$ cat src/rtl/serial_subtractor.sv
// Bit-serial subtractor: computes a - b - bin one bit per clock, LSB first,
// and presents the registered difference and final borrow with a one-cycle done pulse.
module serial_subtractor #(
  parameter int WIDTH = 8
) (
  input  logic             clk,
  input  logic             rst_n,
  input  logic             start,
  input  logic [WIDTH-1:0] a,
  input  logic [WIDTH-1:0] b,
  input  logic             bin,
  output logic             busy,
  output logic             done,
  output logic [WIDTH-1:0] diff,
  output logic             bout
);

  // One extra bit so WIDTH=1 still has a well-formed counter.
  localparam int CW = $clog2(WIDTH) + 1;

  typedef enum logic [1:0] {IDLE, RUN, DONE} state_t;

  state_t           state_reg;
  logic [WIDTH-1:0] a_reg, b_reg, sh_reg, sh_next;
  logic [WIDTH-1:0] diff_reg;
  logic [CW-1:0]    cnt_reg;
  logic             br_reg, br_next, d_bit, last_bit;
  logic             busy_reg, done_reg, bout_reg;

  assign d_bit    = a_reg[0] ^ b_reg[0] ^ br_reg;
  assign br_next  = (~a_reg[0] & b_reg[0]) | (~a_reg[0] & br_reg) | (b_reg[0] & br_reg);
  assign last_bit = (cnt_reg == CW'(WIDTH - 1));
  // New bit enters at the MSB; after WIDTH shifts bit i sits at position i.
  assign sh_next  = WIDTH'({d_bit, sh_reg} >> 1);

  always_ff @(posedge clk or negedge rst_n) begin
    if (!rst_n) begin
      state_reg <= IDLE;
      a_reg     <= '0;
      b_reg     <= '0;
      sh_reg    <= '0;
      br_reg    <= 1'b0;
      cnt_reg   <= '0;
      diff_reg  <= '0;
      bout_reg  <= 1'b0;
      busy_reg  <= 1'b0;
      done_reg  <= 1'b0;
    end else begin
      case (state_reg)
        IDLE: begin
          done_reg <= 1'b0;
          if (start) begin
            a_reg     <= a;
            b_reg     <= b;
            br_reg    <= bin;
            sh_reg    <= '0;
            cnt_reg   <= '0;
            busy_reg  <= 1'b1;
            state_reg <= RUN;
          end
        end
        RUN: begin
          a_reg   <= a_reg >> 1;
          b_reg   <= b_reg >> 1;
          br_reg  <= br_next;
          sh_reg  <= sh_next;
          cnt_reg <= cnt_reg + CW'(1);
          if (last_bit) begin
            diff_reg  <= sh_next;
            bout_reg  <= br_next;
            busy_reg  <= 1'b0;
            done_reg  <= 1'b1;
            state_reg <= DONE;
          end
        end
        DONE: begin
          done_reg  <= 1'b0;
          state_reg <= IDLE;
        end
        default: begin
          busy_reg  <= 1'b0;
          done_reg  <= 1'b0;
          state_reg <= IDLE;
        end
      endcase
    end
  end

  assign busy = busy_reg;
  assign done = done_reg;
  assign diff = diff_reg;
  assign bout = bout_reg;

endmodule

$ cat config.mk
export PLATFORM = sky130hd
export DESIGN_NAME = serial_subtractor
export DESIGN_NICKNAME = d
export VERILOG_FILES = /design/src/rtl/serial_subtractor.sv
export SDC_FILE = /design/constraint.sdc
export NUM_CORES = 1
export LEC_CHECK = 0
export ABC_AREA = 1
export CORE_MARGIN = 2
export CORE_UTILIZATION = 47
export CTS_BUF_LIST = sky130_fd_sc_hd__clkbuf_4 sky130_fd_sc_hd__clkbuf_8 sky130_fd_sc_hd__clkbuf_16
export CTS_CLUSTER_SIZE = 28
export DETAILED_ROUTE_END_ITERATION = 10
export GPL_TIMING_DRIVEN = 0
export PLACE_DENSITY_LB_ADDON = 0.2
export SYNTH_ARGS = -nofsm -noshare
export SYNTH_HDL_FRONTEND = slang
export SYNTH_SLANG_ARGS = --single-unit
$ cat constraint.sdc
create_clock -name clk -period 1.05 [get_ports clk]
set_input_delay 0.105 -clock clk [delete_from_list [all_inputs] [get_ports clk]]
set_output_delay 0.105 -clock clk [all_outputs]
set_load 0.05 [all_outputs]
Word level (Yosys, flattened, before mapping)
Index checks and enable logic that the tools add are counted.

Register bits after elaboration: 42. Input bits: 20.

$add $sub $neg: 1. Eq/ne operators: 5. Mux-type cells: 18. Bitwise gates (word level): 9. Reductions and logical operators: 6.

Operator list (count): $pmux W8 S2 (3); $mux W8 (3); $pmux W4 S2 (1); $reduce_and A2 Y1 (3); $mux W1 (5); $add A4 B1 Y4 const B (1); $eq A4 B3 Y1 const B (1); $mux W2 (2); $mux W4 (1); $ne A2 B2 Y1 const B (2); $pmux W2 S2 (1); $and A1 B1 Y1 (3); $pmux W1 S3 (1); $reduce_and A3 Y1 (1); $eq A2 B1 Y1 const B (1); $eq A2 B2 Y1 const B (1); $logic_not A2 Y1 (1); $not A1 Y1 (2); $or A1 B1 Y1 (2); $pmux W1 S2 (1); $reduce_bool A2 Y1 (1); $xor A1 B1 Y1 (2).

Longest topological paths before layout
Depth in word-level cells: 5. Depth in mapped cells: 6. Gate-level depth less buffers: 6.

Least setup slack after synthesis
OpenSTA, ideal clock, no wires.

Path kind: register to register. From: register a_reg[0]. To: register diff_reg[7], in the netlist diff[7]. Library setup time: 0.119 ns. Arrival: 1.040 ns. Required time: 0.931 ns. Slack: -0.110 ns. Cell stages (with the launch flop): 5. Buffers on the path: 0. Clock period less this slack: 1.160 ns. Path through: dfrtp_1 -> inv_1 -> fa_1 -> nand3b_1 -> nand2_1.

Cells in the longest elaborated chain, start to end: 2.

Ends and longest elaborated chain: start: declaration (line 24) `logic [WIDTH-1:0] a_reg, b_reg, sh_reg, sh_next;`; start signal: assignment (line 63) `a_reg <= a_reg >> 1;`; $xor A1 B1 Y1 (2 in series) (line 30) `assign d_bit = a_reg[0] ^ b_reg[0] ^ br_reg;`; end signal: assignment (line 69) `diff_reg <= sh_next;`; end: declaration (line 25) `logic [WIDTH-1:0] diff_reg;`.

Every way passes these cells. A chain may end at the register's enable or synchronous reset.

Worst setup path after layout
From: register cnt_reg[0]. To: register diff_reg[4], in the netlist diff[4].

Cells in the longest elaborated chain, start to end: 2.

Ends and longest elaborated chain: start: declaration (line 26) `logic [CW-1:0] cnt_reg;`; start signal: assignment (line 67) `cnt_reg <= cnt_reg + CW'(1);`; $eq A4 B3 Y1 (line 32) `assign last_bit = (cnt_reg == CW'(WIDTH - 1));`; $reduce_and A2 Y1 (no line).

Every way passes these cells.

==> flow_summary.json <==
{
  "place_congestion": 0.758,
  "end_kind": "flip-flop",
  "startpoint_type": "flip-flop",
  "rows": 22,
  "syn_avg_cell_area_sq_um": 8.85,
  "min_path_type": "in -> async",
  "clkTransAtPathRegs_ns": 0.08,
  "ir_worst_vdd_uv": 1650,
  "power.clock.fraction_pct": 14.1,
  "fillers": 195,
  "first_pass_iters": 4,
  "viasPerCell": 5.72,
  "ant_nets": 0,
  "die_area_sq_um": 4350,
  "critical_path_required_ns": 1.29,
  "yosys_warnings": 0,
  "swShare_pct": 44.4,
  "vias": 1871,
  "overflow": 0,
  "grt_antenna_before_repair": 0,
  "insertion_delay_ns": 0.30,
  "cts_max_level": 2,
  "finalCritPeriodShare_pct": 126,
  "final_cell_mix": "nand2_1 (45), dfrtp_1 (40), nand3_2 (37)",
  "drt_wl_total_mm": 6.42,
  "drt_iter0_markers": 190,
  "timing.final.ws_setup_ns": -0.276,
  "grt_usage_pct": 21.6,
  "power_mw": 9.74,
  "final_nets": 300,
  "io_buffer_count": 30,
  "cts_tree": "yes",
  "grt_max_degree": 32,
  "cp_data_arrival_time_ns": 1.56,
  "wl_per_cell_microns": 19.6,
  "dp_hpwl_mm": 2.47,
  "netlist_area_sq_um": 1810,
  "rsz0062_at_grt": "true",
  "die_w_microns": 66.0,
  "netlist_instances": 204,
  "grt_pass1_vias": 1574,
  "start_util_pct": 48.9,
  "hold_violations": 0,
  "cts_root_buf": "clkbuf_8",
  "synth-seq-cells": 41,
  "fmax_mhz": 754,
  "yosysSeqAreaShare_pct": 56.8,
  "grt_pass1_wl_mm": 7.14,
  "p_per_area_nw_per_um2": 3090,
  "violations": "negative setup slack",
  "slew_violations": 0,
  "leakage_nw": 1.60,
  "final_common_cell": "nand2_1",
  "clockBufferDepth": 2,
  "finalSetupViolCount": 42,
  "ys_types": 17,
  "core_area_sq_um": 3690,
  "sequentialPowerShare_pct": 29.8,
  "hold_ws_ns": 0.204,
  "pre_cts_slack_ns": -0.216,
  "tightestPinTransition_ns": 0.408,
  "numClockSinks": 41,
  "synth_nets": 226,
  "slew_headroom_pct": 72.7,
  "p_int_mw": 5.42,
  "p_switching_mw": 4.32,
  "syn2layout_area_growth_pct": 74.5,
  "maxCapViolCount": 0,
  "antenna_cells": 0,
  "combPwrFrac_pct": 56.1,
  "critPathKind": "reg -> reg",
  "status": "finished with violations",
  "die-height_microns": 66.0,
  "io_pins": 31,
  "clock_skew_ns": 0.00959,
  "period_needed_ns": 1.33,
  "worstPathMaxFanout": 5,
  "drc": 0,
  "numCtsBuffers": 5,
  "drive_gt1_share_pct": 53.4
}
## path summary, 6_finish.rpt
path / from / end / slack (ns) / depth (start not counted)
setup / recovery: cnt_reg[0]$_DFFE_PN0P_ / diff[4]$_DFFE_PN0P_ / -0.28 / 7
hold / removal: rst_n / sh_reg[1]$_DFFE_PN0P_ / 0.20 / 2
setup reg to reg: cnt_reg[0]$_DFFE_PN0P_ / diff[4]$_DFFE_PN0P_ / -0.28 / 7
hold reg to reg: diff[4]$_DFFE_PN0P_ / diff[4]$_DFFE_PN0P_ / 0.48 / 2
max in group asynchronous: rst_n / diff[6]$_DFFE_PN0P_ / 0.38 / 3
min in group clk: b[4] / b_reg[4]$_DFFE_PN0P_ / 0.37 / 3
## cell type report
type,instances,area (sq um),share of cell area (%)
timing repair buffer,64,664,21.1
sequential,41,1030,32.6
tap,48,60.1,1.91
clock buffer,7,90.1,2.86
inverter,8,40.0,1.27
buffer,10,139,4.41
multi-input combinational,148,1100,34.9
clock inverter,1,30.0,0.953
## timing repair
| action | 4_1_cts | 5_1_grt |
|---|---|---|
| pin swaps | 14 | 23 |
| endpoints found under the setup margin | 50 | 45 |
| hold buffers | 1 | 0 |
| resized for setup | 89 | 94 |
| hold endpoints to repair | 41 | 0 |
| setup buffers | 10 | 13 |
| cloned | 2 | 11 |
## metal layers
layer | GRT usage, % | wire, microns | up-vias
li1 | - | - | 818
met1 | 29.7 | 2700 | 939
met2 | 35.0 | 3190 | 90
met3 | 4.77 | 339 | 24
met4 | 5.10 | 192 | 0
met5 | 0 | 0 | -
## kinds of logic after synthesis
family | Yosys count | share of synthesized area, %
compound gates | 3 | 0.831
fa+ha+maj | 2 | 1.80
flops | 41 | 56.8
simple gates | 140 | 34.5
buf+inv | 18 | 6.03
## cell usage after synthesis (all sizes together)
cell,number,area share [%]
nand3b,1,0.42
nand2,78,17
dfrtp,41,57
o21ai,3,0.83
nand3,55,16
nor2,5,1.6
ha,1,0.69
inv,8,1.7
fa,1,1.1
nand4,1,0.35
buf,10,4.4
## through the flow
stage	setup TNS (ns)	cells	util [%]	cell area, sq um
3_5_place_dp	-8.54	283	59.4	2190
5_1_grt	-8.47	327	85.4	3150
3_3_place_gp	-56.07	282	59.0	2180
2_1_floorplan	-0.532	204	-	1820
6_report	-6.68	327	85.4	3150
4_1_cts	-2.32	304	67.6	2490
## critical path, stage by stage, from the launching register on
cell and delay, ns:
dfrtp_1 0.42, ha_4 0.18, nand2_4 0.06, nor2_4 0.18, buf_4 0.15, buf_6 0.12
nand3_1 0.07, nand2_1 0.07
## power groups by stage
stage                     Clock (mW)  Combinational (mW)  Sequential, mW
final                           1.37                5.47            2.90
after global routing            1.43                5.74            2.96
after global placement             0                3.14            2.73
after detailed placement           0                3.20            2.76
after floorplan                    0                1.53            3.42
after CTS                       1.35                3.56            2.74
Power figures use the tool's default switching activity.
